[src/rtl/gpu_pkg.sv]
// Shared GPU definitions: instruction width, field layout and default
// instruction FIFO depth.
package gpu_pkg;

    localparam int INST_WIDTH = 82;
    localparam int INST_DEPTH = 16;

    // Field widths, LSB-first packing of the 82-bit host instruction.
    localparam int FILL_TYPE_W   = 1;
    localparam int INST_TYPE_W   = 3;
    localparam int VERTICE_W     = 2;
    localparam int LAYER_W       = 4;
    localparam int COLOR_W       = 24;
    localparam int TEXTURE_W     = 4;
    localparam int ALPHA_W       = 8;
    localparam int COORDINATES_W = 36;

    // Field offsets (bit position of each field's LSB).
    localparam int FILL_TYPE_LSB   = 0;
    localparam int INST_TYPE_LSB   = FILL_TYPE_LSB + FILL_TYPE_W;
    localparam int VERTICE_LSB     = INST_TYPE_LSB + INST_TYPE_W;
    localparam int LAYER_LSB       = VERTICE_LSB + VERTICE_W;
    localparam int COLOR_LSB       = LAYER_LSB + LAYER_W;
    localparam int TEXTURE_LSB     = COLOR_LSB + COLOR_W;
    localparam int ALPHA_LSB       = TEXTURE_LSB + TEXTURE_W;
    localparam int COORDINATES_LSB = ALPHA_LSB + ALPHA_W;

    // Packed view of one instruction; declaration order is MSB first.
    typedef struct packed {
        logic [COORDINATES_W-1:0] coordinates;
        logic [ALPHA_W-1:0]       alpha;
        logic [TEXTURE_W-1:0]     texture;
        logic [COLOR_W-1:0]       color;
        logic [LAYER_W-1:0]       layer;
        logic [VERTICE_W-1:0]     vertice;
        logic [INST_TYPE_W-1:0]   inst_type;
        logic [FILL_TYPE_W-1:0]   fill_type;
    } inst_t;

    // Reinterpret a raw instruction word as its field view.
    function automatic inst_t to_inst(input logic [INST_WIDTH-1:0] raw);
        return inst_t'(raw);
    endfunction

endpackage

[src/rtl/inst_fifo_mem.sv]
// Instruction FIFO storage: DEPTH x DATA_WIDTH register array with one
// synchronous write port and one asynchronous read port. Contents are not
// reset; the FIFO masks the read data while empty.
module inst_fifo_mem #(
    parameter int DATA_WIDTH = 82,
    parameter int DEPTH      = 16,
    parameter int ADDR_WIDTH = $clog2(DEPTH)
) (
    input  logic                  clk,
    input  logic                  we,
    input  logic [ADDR_WIDTH-1:0] waddr,
    input  logic [DATA_WIDTH-1:0] wdata,
    input  logic [ADDR_WIDTH-1:0] raddr,
    output logic [DATA_WIDTH-1:0] rdata
);

    logic [DATA_WIDTH-1:0] mem [DEPTH];

    // Store the incoming instruction at the write index.
    always_ff @(posedge clk) begin
        if (we) mem[waddr] <= wdata;
    end

    // Asynchronous read of the head slot.
    always_comb begin
        rdata = mem[raddr];
    end

endmodule

[src/rtl/inst_fifo.sv]
// Show-ahead instruction FIFO feeding the GPU core decode block.
// Optional status outputs (count, sticky overflow/underflow) are built when
// INST_FIFO_STATUS_EN is defined.
module inst_fifo
    import gpu_pkg::*;
#(
    parameter int DATA_WIDTH = INST_WIDTH,
    parameter int DEPTH      = INST_DEPTH,
    parameter int ADDR_WIDTH = $clog2(DEPTH)
) (
    input  logic                  clk,
    input  logic                  n_rst,
    input  logic                  w_enable,
    input  logic [DATA_WIDTH-1:0] w_data,
    input  logic                  r_enable,
    output logic [DATA_WIDTH-1:0] r_data,
    output logic                  empty,
    output logic                  full
`ifdef INST_FIFO_STATUS_EN
    ,
    output logic [ADDR_WIDTH:0]   count,
    output logic                  overflow,
    output logic                  underflow
`endif
);

    // Pointers carry one extra wrap bit so full and empty are distinguishable.
    logic [ADDR_WIDTH:0]   wptr;
    logic [ADDR_WIDTH:0]   rptr;
    logic                  w_accept;
    logic                  r_accept;
    logic [DATA_WIDTH-1:0] mem_rdata;

    // Flags come straight from the pointer registers.
    always_comb begin
        empty = (wptr == rptr);
        full  = (wptr[ADDR_WIDTH-1:0] == rptr[ADDR_WIDTH-1:0]) &&
                (wptr[ADDR_WIDTH] != rptr[ADDR_WIDTH]);
    end

    // Gate requests against the current flags; full blocks writes even when a
    // read is accepted on the same edge (no pass-through).
    always_comb begin
        w_accept = w_enable && !full;
        r_accept = r_enable && !empty;
    end

    // Pointer advance; reset discards every entry at once.
    always_ff @(posedge clk or negedge n_rst) begin
        if (!n_rst) begin
            wptr <= '0;
            rptr <= '0;
        end else begin
            if (w_accept) wptr <= wptr + 1'b1;
            if (r_accept) rptr <= rptr + 1'b1;
        end
    end

    inst_fifo_mem #(
        .DATA_WIDTH (DATA_WIDTH),
        .DEPTH      (DEPTH),
        .ADDR_WIDTH (ADDR_WIDTH)
    ) u_mem (
        .clk   (clk),
        .we    (w_accept),
        .waddr (wptr[ADDR_WIDTH-1:0]),
        .wdata (w_data),
        .raddr (rptr[ADDR_WIDTH-1:0]),
        .rdata (mem_rdata)
    );

    // Head entry, masked so stale storage never shows while empty.
    always_comb begin
        r_data = empty ? '0 : mem_rdata;
    end

`ifdef INST_FIFO_STATUS_EN
    // Occupancy: pointer difference naturally lands in 0..DEPTH.
    always_comb begin
        count = wptr - rptr;
    end

    // Sticky error flags, cleared only by reset.
    always_ff @(posedge clk or negedge n_rst) begin
        if (!n_rst) begin
            overflow  <= 1'b0;
            underflow <= 1'b0;
        end else begin
            if (w_enable && full)  overflow  <= 1'b1;
            if (r_enable && empty) underflow <= 1'b1;
        end
    end
`endif

endmodule

[config.mk]
export PLATFORM = sky130hd
export DESIGN_NAME = inst_fifo
export DESIGN_NICKNAME = d
export VERILOG_FILES = /design/src/rtl/gpu_pkg.sv /design/src/rtl/inst_fifo_mem.sv /design/src/rtl/inst_fifo.sv
export SDC_FILE = /design/constraint.sdc
export NUM_CORES = 1
export LEC_CHECK = 0
export BUFFER_PORTS_ARGS = -buffer_cell sky130_fd_sc_hd__buf_4
export CAP_MARGIN = 20
export CORE_MARGIN = 3
export CORE_UTILIZATION = 60
export CTS_CLUSTER_DIAMETER = 100
export DETAILED_ROUTE_END_ITERATION = 6
export PLACE_DENSITY = 0.83
export SETUP_SLACK_MARGIN = 0.1
export SLEW_MARGIN = 5
export SYNTH_ARGS = -nofsm -noshare
export SYNTH_HDL_FRONTEND = slang
export SYNTH_HIERARCHICAL = 1
export SYNTH_SLANG_ARGS = --single-unit
[constraint.sdc]
create_clock -name clk -period 14.3 [get_ports clk]
set_input_delay 1.43 -clock clk [delete_from_list [all_inputs] [get_ports clk]]
set_output_delay 1.43 -clock clk [all_outputs]
set_load 0.1 [all_outputs]
==> results of run 1 <==
-- synth_stat cells (3+ instances only) --
library cell  count  share of area
edfxtp_1       1312           0.78
and2_1           44         0.0055
dfrtp_1          10         0.0050
clkbuf_1         46         0.0034
xnor2_1          13         0.0023
a22oi_1         164          0.024
o21ai_0           3        0.00030
nor2_1           14         0.0010
and2_4           40         0.0070
mux4_2          328           0.15
nand2_1          83         0.0062
nor3_1            4        0.00040
and3_1            3        0.00037
buf_1            21         0.0016
buf_4            18         0.0027
o211ai_1          4        0.00060
buf_6            21         0.0047
buf_2            11         0.0011
-- stage by stage --
step | instances | setup slack (ns) | power (W)
final | 3570 | 7.29 | 0.0139
after CTS | 3555 | 6.97 | 0.0139
after detailed placement | 3328 | 7.75 | 0.0107
after global routing | 3561 | 6.83 | 0.0143
after global placement | 3327 | 7.89 | 0.0105
after floorplan | 2157 | 5.92 | 0.00932
-- per-layer routing --
metal  part of all wire  wire, um
met5            0.00043        56
met4              0.031      3980
met3               0.13     16200
met2               0.50     64700
met1               0.34     44000
-- state kept, by name (all words and copies together) (netlist names) --
register	flops
u_mem/mem	1312
rptr	5
wptr	5
-- cell usage in the layout (no fill, tap or decap), types with 2 or more instances in the layout --
| cell | count |
|---|---|
| edfxtp_1 | 1312 |
| mux4_2 | 328 |
| buf_4 | 216 |
| a22oi_1 | 164 |
| clkbuf_16 | 131 |
| nand2_1 | 83 |
| and2_1 | 43 |
| and2_4 | 41 |
| clkbuf_1 | 31 |
| clkinv_1 | 30 |
| diode_2 | 13 |
| xnor2_1 | 13 |
| clkinv_2 | 13 |
| nor2_4 | 13 |
| dfrtp_1 | 8 |
| o211ai_1 | 4 |
| inv_6 | 4 |
| clkinv_16 | 4 |
| clkinv_8 | 4 |
| clkinvlp_4 | 4 |
| nor3_2 | 4 |
| o21ai_0 | 3 |
| and3_1 | 3 |
| inv_1 | 2 |
| mux2_2 | 2 |
| ha_1 | 2 |
| bufinv_16 | 2 |
| inv_16 | 2 |
| dfrtp_4 | 2 |
| nor2b_4 | 2 |
| nand3b_1 | 2 |
| nand2b_1 | 2 |
| buf_16 | 2 |
| buf_12 | 2 |
-- power breakdown --
group          switching, W  internal, W  leakage, nW
clock network       0.00147      0.00174         1.90
logic               0.00407      0.00178         4.30
registers          0.000202      0.00469         12.0
total               0.00574      0.00821         18.2
-- cell type report --
type / instances / area, um2
Antenna cell: 13 / 32.5
Clock inverter: 65 / 548
Fill cell: 4488 / 25700
Inverter: 2 / 7.51
Clock buffer: 162 / 3390
Sequential cell: 1322 / 39700
Tap cell: 1070 / 1340
Timing Repair Buffer: 220 / 1720
Multi-Input combinational cell: 716 / 10100
-- logic make-up (layout without fill, tap and decap cells) --
kind of cell,after synthesis,after routing,share of synthesized area
xor+xnor,14,14,0.00244
simple gates,198,198,0.0219
compound gates,172,172,0.0256
fa+ha+maj,2,2,0.000498
flops,1322,1322,0.789
mux,330,330,0.147
other cells,0,13,0
buf+inv,119,449,0.0136
-- worst paths after layout --
kind,cells after the start,slack (ns),start,to
max reg2reg,8,9.59,rptr[1],u_mem/mem[13][64]
min,1,0.53,n_rst,wptr[4]
min reg2reg,1,0.53,wptr[4],wptr[4]
min in group clk,1,0.53,wptr[4],wptr[4]
max,9,7.29,rptr[0],r_data[35]
max in group asynchronous,1,13.61,n_rst,rptr[0]
-- worst max-delay path: stages (launching register included) --
cell and delay [ns]:
dfrtp_4 0.87, buf_12 0.70, buf_4 0.84, buf_4 0.48, buf_16 0.34, mux4_2 0.55
a22oi_1 0.28, nand2_1 0.10, and2_4 0.14, buf_4 0.22
==> parameters.txt, run 1 <==
Parameter                              Value

Die
  Initial core utilization ... 0.609
  Placeable Area ... 0.0825 mm2
  DIE AREA ... 0.0873 mm2
  Number of placement rows ... 105
  Chip width ... about 300 um
  Height of the chip ... approximately 300 um
  I/O pins ... 170

Logic synthesis
  Share of synthesized area occupied by flip-flops and latches ... 0.789
  Mean area per synthesized cell ... 23.3 um2
  Unique cell type count in the Yosys netlist ... 30
  Post-Syn Nets ... 2245
  Combined area of all synthesized cells ... 0.0503 mm2
  Synthesis Warnings ... 6
  Number of instances in the synthesized netlist ... roughly 2200
  Count of flip-flops with a built-in enable after synthesis ... 1312
  Leading register cell type out of synthesis ... edfxtp_1
  Flop and latch count out of synthesis ... 1322
  Ys async rst share ... 0.00756

STA
  Count of endpoints failing setup in the final report ... 0
  Final number of hold-violating endpoints ... 0
  Portion of the clock cycle consumed by the worst path in the final layout ... 0.490
  Final Hold Slack ... 0.530 ns
  Setup_tns ... 0 ns
  Post-route minimum period ... 7.01 ns
  RSZ-0062 raised after global routing ... false
  Remaining max-slew budget at the tightest pin ... 0.238
  Maximum clock skew at final layout ... ~0.019 ns
  Maximum frequency from static timing analysis ... 143 MHz
  Fin. max-slew vios ... 0
  Worst-margin pin slew ... around 1.1 ns

Place
  RePlAce Congestion ... approximately 0.75
  Placed cell areas ... 0.0528 mm2
  Number of port buffers ... between 150 and 200
  Post-DP HPWL ... 56000 um

Detailed routing
  Number of iterations in the first detailed-routing pass ... 7
  Routed vias/inst ... 7.05
  DRC errors left ... 0
  Routed wire length per instance ... 36.1 um
  Initial DRC count ... 3703
  Post-detailed-route count of antenna-violating nets ... 0
  Routed via count ... about 25000
  Final routed wirelength across all metal layers ... around 130000 um

Clock tree
  Maximum buffer depth of the clock tree ... 3
  Number of buffers inserted for hold repair after clock tree synthesis ... 0
  TritonCTS sink count ... 1322
  Maximum level of the CTS H-tree ... 4
  Setup bufs post-CTS ... 0
  Cell at the root of the clock tree ... clkbuf_16
  TritonCTS clock tree ... built
  Clk pin slew, worst setup/hold paths ... 0.06 ns
  Inserted Clock Buffers ... between 100 and 150
  Post-cts resize count ... 0
  Worst-skew pair later-pin latency ... roughly 0.73 ns

Power
  Peak supply drop ... ~0.30 mV
  Total power divided by cell area ... between 200 and 250 mW/mm2
  Leakage ... 18.2 nW

Setup path
  CP arrival ... 5.58 ns
  Highest net fanout along the worst path ... between 100 and 150
  Setup CP Type ... flip-flop to output port
  Data required time of the critical path ... 12.87 ns
  Startpoint type of the worst setup path ... flip-flop
  Endpoint class of the critical path ... output port

Global routing
  GRT met3 Usage ... 0.0762
  Largest net degree at the start of global routing ... 117
  Fraction of met2 tracks used by global routing ... 0.475
  Routing layer with the top usage in global route ... met2
  Via count of the first global-routing pass ... 26500
  Grt met1 use ... 0.405
  Overall Global Routing Usage ... 0.298
  First-pass GRT wire length ... 184000 um
  Grt ovf ... 0
  Initial antenna violation count ... 14

Run
  Max cap viols ... 0

Finish
  Layout cells sized above 1 ... 0.314
  Area growth from synthesis to final layout ... 12.9%
  Final non-filler cell area ... about 0.057 mm2
  Total Nets Final ... between 2000 and 2500
  Share of the core filled with cells ... 0.688

Hold path
  Type of the tightest min-delay check ... primary input to asynchronous set/reset pin

Run status
  Outcome ... finished clean
(Power assumes the default switching activity.)
==> run 2: changes to the inputs <==
==> constraint.sdc (replaced) <==
create_clock -name clk -period 7.3 [get_ports clk]
set_input_delay 0.73 -clock clk [delete_from_list [all_inputs] [get_ports clk]]
set_output_delay 0.73 -clock clk [all_outputs]
set_load 0.1 [all_outputs]
==> run 2 against run 1 <==
  * Design area is essentially flat
  * Global-route usage shrank 1.2 points
  * Sequential share of layout area is essentially flat
  * First-iteration DRC count shrank 7.9%
  * Non-clock buffer count shrank 7
  * Register-to-register slack lost 6.4 ns
  * Flip-flop and latch count is the same
  * Critical path depth shrank 3
  * Worst hold slack lost 0.20 ns
  * Core utilization is essentially flat
  * Clock skew grew 0.0065 ns
==> parameters.txt, run 2 (same netlist as run 1, synthesis figures left out) <==
Parameter                              Value

Die
  Placeable Area ... 0.0825 mm2 (unchanged)
  I/O pins ... 170 (unchanged)
  Chip width ... 295 um (unchanged)
  Height of the chip ... 295 um (unchanged)
  Number of placement rows ... 105 (unchanged)
  Initial core utilization ... 0.609 (unchanged)
  DIE AREA ... 0.0873 mm2 (unchanged)

Finish
  Layout cells sized above 1 ... 0.313 (-0.00133)
  Layout fillers ... 4540 (+1.2%)
  Biggest regs ... u_mem/mem x1312, rptr x5, wptr x5
  Area growth from synthesis to final layout ... 12.9% (about the same)
  Share of the core filled with cells ... 0.688 (about the same)
  Flip-flop count of the largest register after layout ... 1312 (unchanged)
  Final non-filler cell area ... 0.0568 mm2 (about the same)
  Most common library cell in the layout ignoring fill and taps ... edfxtp_1
  Total Nets Final ... 2462 (-0.73%)
  Register with the most flip-flops ... u_mem/mem
  Commonest cells after routing, fill and taps aside ... 1312 x edfxtp_1, 328 x mux4_2, 195 x buf_4

Place
  RePlAce Congestion ... 0.754 (+0.67%)
  Number of port buffers ... 169 (unchanged)
  Placed cell areas ... 0.0528 mm2 (+0.13%)
  Post-DP HPWL ... 54000 um (-3.6%)
  Setup WS pre-CTS ... 2.89 ns (-4.85 ns)

Run
  Max cap viols ... 0 (unchanged)

Detailed routing
  Routed vias/inst ... 6.94 (-1.5%)
  Routed wire length per instance ... 34.3 um (-5.1%)
  DRC errors left ... 0 (unchanged)
  Initial DRC count ... 3412 (-7.9%)
  Final routed wirelength across all metal layers ... 122000 um (-5.5%)
  Routed via count ... 24700 (-1.9%)
  Number of iterations in the first detailed-routing pass ... 7 (unchanged)
  Post-detailed-route count of antenna-violating nets ... 0 (unchanged)

Setup path
  Length in cells of the worst reg-to-reg path ... 7 (-1)
  Reg-to-reg endpoint ... u_mem/mem[6][79]
  Startpoint type of the worst setup path ... flip-flop
  Launching instance or port of the critical path ... rptr[1]
  Critical Path Sink ... r_data[42]
  Critical-path cell list ... buf_4 -> mux4_2 -> a22oi_1 -> nand2_1 -> and2_1 -> buf_4
  Data required time of the critical path ... 6.57 ns (-6.30 ns)
  Highest net fanout along the worst path ... 77 (-34%)
  RR Startpoint ... rptr[1]
  Slowest cell on crit path ... dfrtp_4
  Setup CP Type ... flip-flop to output port
  CP max stage delay ... 1.02 ns (+0.15 ns)
  Number of cells on the critical path ... 6 (-3)
  Worst path buffer plus inverter count ... 2 (-3)
  Top Family by Delay on Critical Path ... buffers and inverters
  CP arrival ... 4.06 ns (-1.52 ns)
  CP dominant cell by count ... buf_4
  Internal reg-to-reg setup slack ... 3.18 ns (-6.41 ns)
  Endpoint class of the critical path ... output port

Global routing
  Via count of the first global-routing pass ... 26100 (-1.6%)
  Overall Global Routing Usage ... 0.286 (-0.0121)
  First-pass GRT wire length ... 178000 um (-3.1%)
  Initial antenna violation count ... 12 (-2)
  Largest net degree at the start of global routing ... 131 (+12%)
  Grt ovf ... 0 (unchanged)

Clock tree
  Number of buffers inserted for hold repair after clock tree synthesis ... 1 (+1)
  Maximum buffer depth of the clock tree ... 3 (unchanged)
  Maximum level of the CTS H-tree ... 3 (-1)
  Inserted Clock Buffers ... 119 (-8.5%)
  TritonCTS clock tree ... built
  Post-cts resize count ... 0 (unchanged)
  Worst-skew pair later-pin latency ... 0.69 ns (-0.04 ns)
  TritonCTS sink count ... 1322 (unchanged)
  Cell at the root of the clock tree ... clkbuf_16
  Setup bufs post-CTS ... 0 (unchanged)
  Clk pin slew, worst setup/hold paths ... 0.07 ns (about the same)

STA
  Post-route minimum period ... ~4.8 ns
  Remaining max-slew budget at the tightest pin ... 0.241 (+0.00308)
  Portion of the clock cycle consumed by the worst path in the final layout ... 0.656
  RSZ-0062 raised after global routing ... false
  Worst-margin pin slew ... 1.14 ns (-0.00732 ns)
  Final number of hold-violating endpoints ... 0 (unchanged)
  Count of endpoints failing setup in the final report ... 0 (unchanged)
  Maximum frequency from static timing analysis ... between 200 and 250 MHz
  Post-route setup slack ... 2.51 ns (-4.78 ns)
  Maximum clock skew at final layout ... 0.0256 ns (+0.00653 ns)
  Fin. max-slew vios ... 0 (unchanged)

Run status
  Outcome ... finished clean

Hold path
  Type of the tightest min-delay check ... primary input to flip-flop
-- run 2: cell types whose count changed in the layout (fill, tap and decap cells not counted), moves of 2 or more --
cell       delta
buf_4        -21
buf_12       +13
bufinv_16    +11
clkbuf_16    -10
clkinv_2      +8
clkbuf_1      -5
clkinv_16     -4
clkinv_1      -3
clkinv_8      -2
inv_16        -2
-- run 2: worst register-to-register path: stages, from the launching register on --
cell      delay [ns]
dfrtp_4         1.02
xnor2_1         0.22
nand4_2         0.22
o21ai_0         0.24
inv_1           0.19
nand3b_1        0.31
nor2_4          0.98
buf_12          0.53
-- run 2: metal layers --
| layer | global-route usage | wire length [um] |
|---|---|---|
| met5 | 0 | 38 |
| met4 | 0.108 | 3860 |
| met1 | 0.397 | 43200 |
| met2 | 0.459 | 61200 |
| met3 | 0.0614 | 13700 |
-- run 2: final cells by class --
cell class	count	area, um2	area share
Sequential cell	1322	39700	0.698
Multi-Input combinational cell	716	10100	0.178
Clock buffer	148	3140	0.0553
Timing Repair Buffer	213	1830	0.0322
Tap cell	1070	1340	0.0236
Clock inverter	71	694	0.0122
Antenna cell	13	32.5	0.000573
Inverter	2	7.51	0.000132
-- run 2: how the worst min path moves through the flow --
stage | cells after the start | start | slack, ns | to
final | 1 | w_data[51] | 0.33 | u_mem/mem[0][51]
after global routing | 1 | w_data[51] | 0.33 | u_mem/mem[6][51]
after CTS | 1 | w_data[46] | 0.30 | u_mem/mem[1][46]
after detailed placement | 1 | rptr[4] | 0.53 | rptr[4]
after global placement | 1 | wptr[4] | 0.52 | wptr[4]
after floorplan | 0 | n_rst | 0.43 | rptr[0]
-- run 2: per-stage QoR --
step / setup TNS [ns] / hold slack (ns) / std cells
6_report: 0 / 0.329 / 3555
5_1_grt: 0 / 0.328 / 3546
4_1_cts: 0 / 0.302 / 3538
3_5_place_dp: 0 / 0.528 / 3318
3_3_place_gp: 0 / 0.520 / 3317
2_1_floorplan: -31.54 / 0.434 / 2157
Power of run 2 is left out: the tool's default activity adds up to more than one toggle a clock period on the data nets, which glitch-free logic cannot reach.
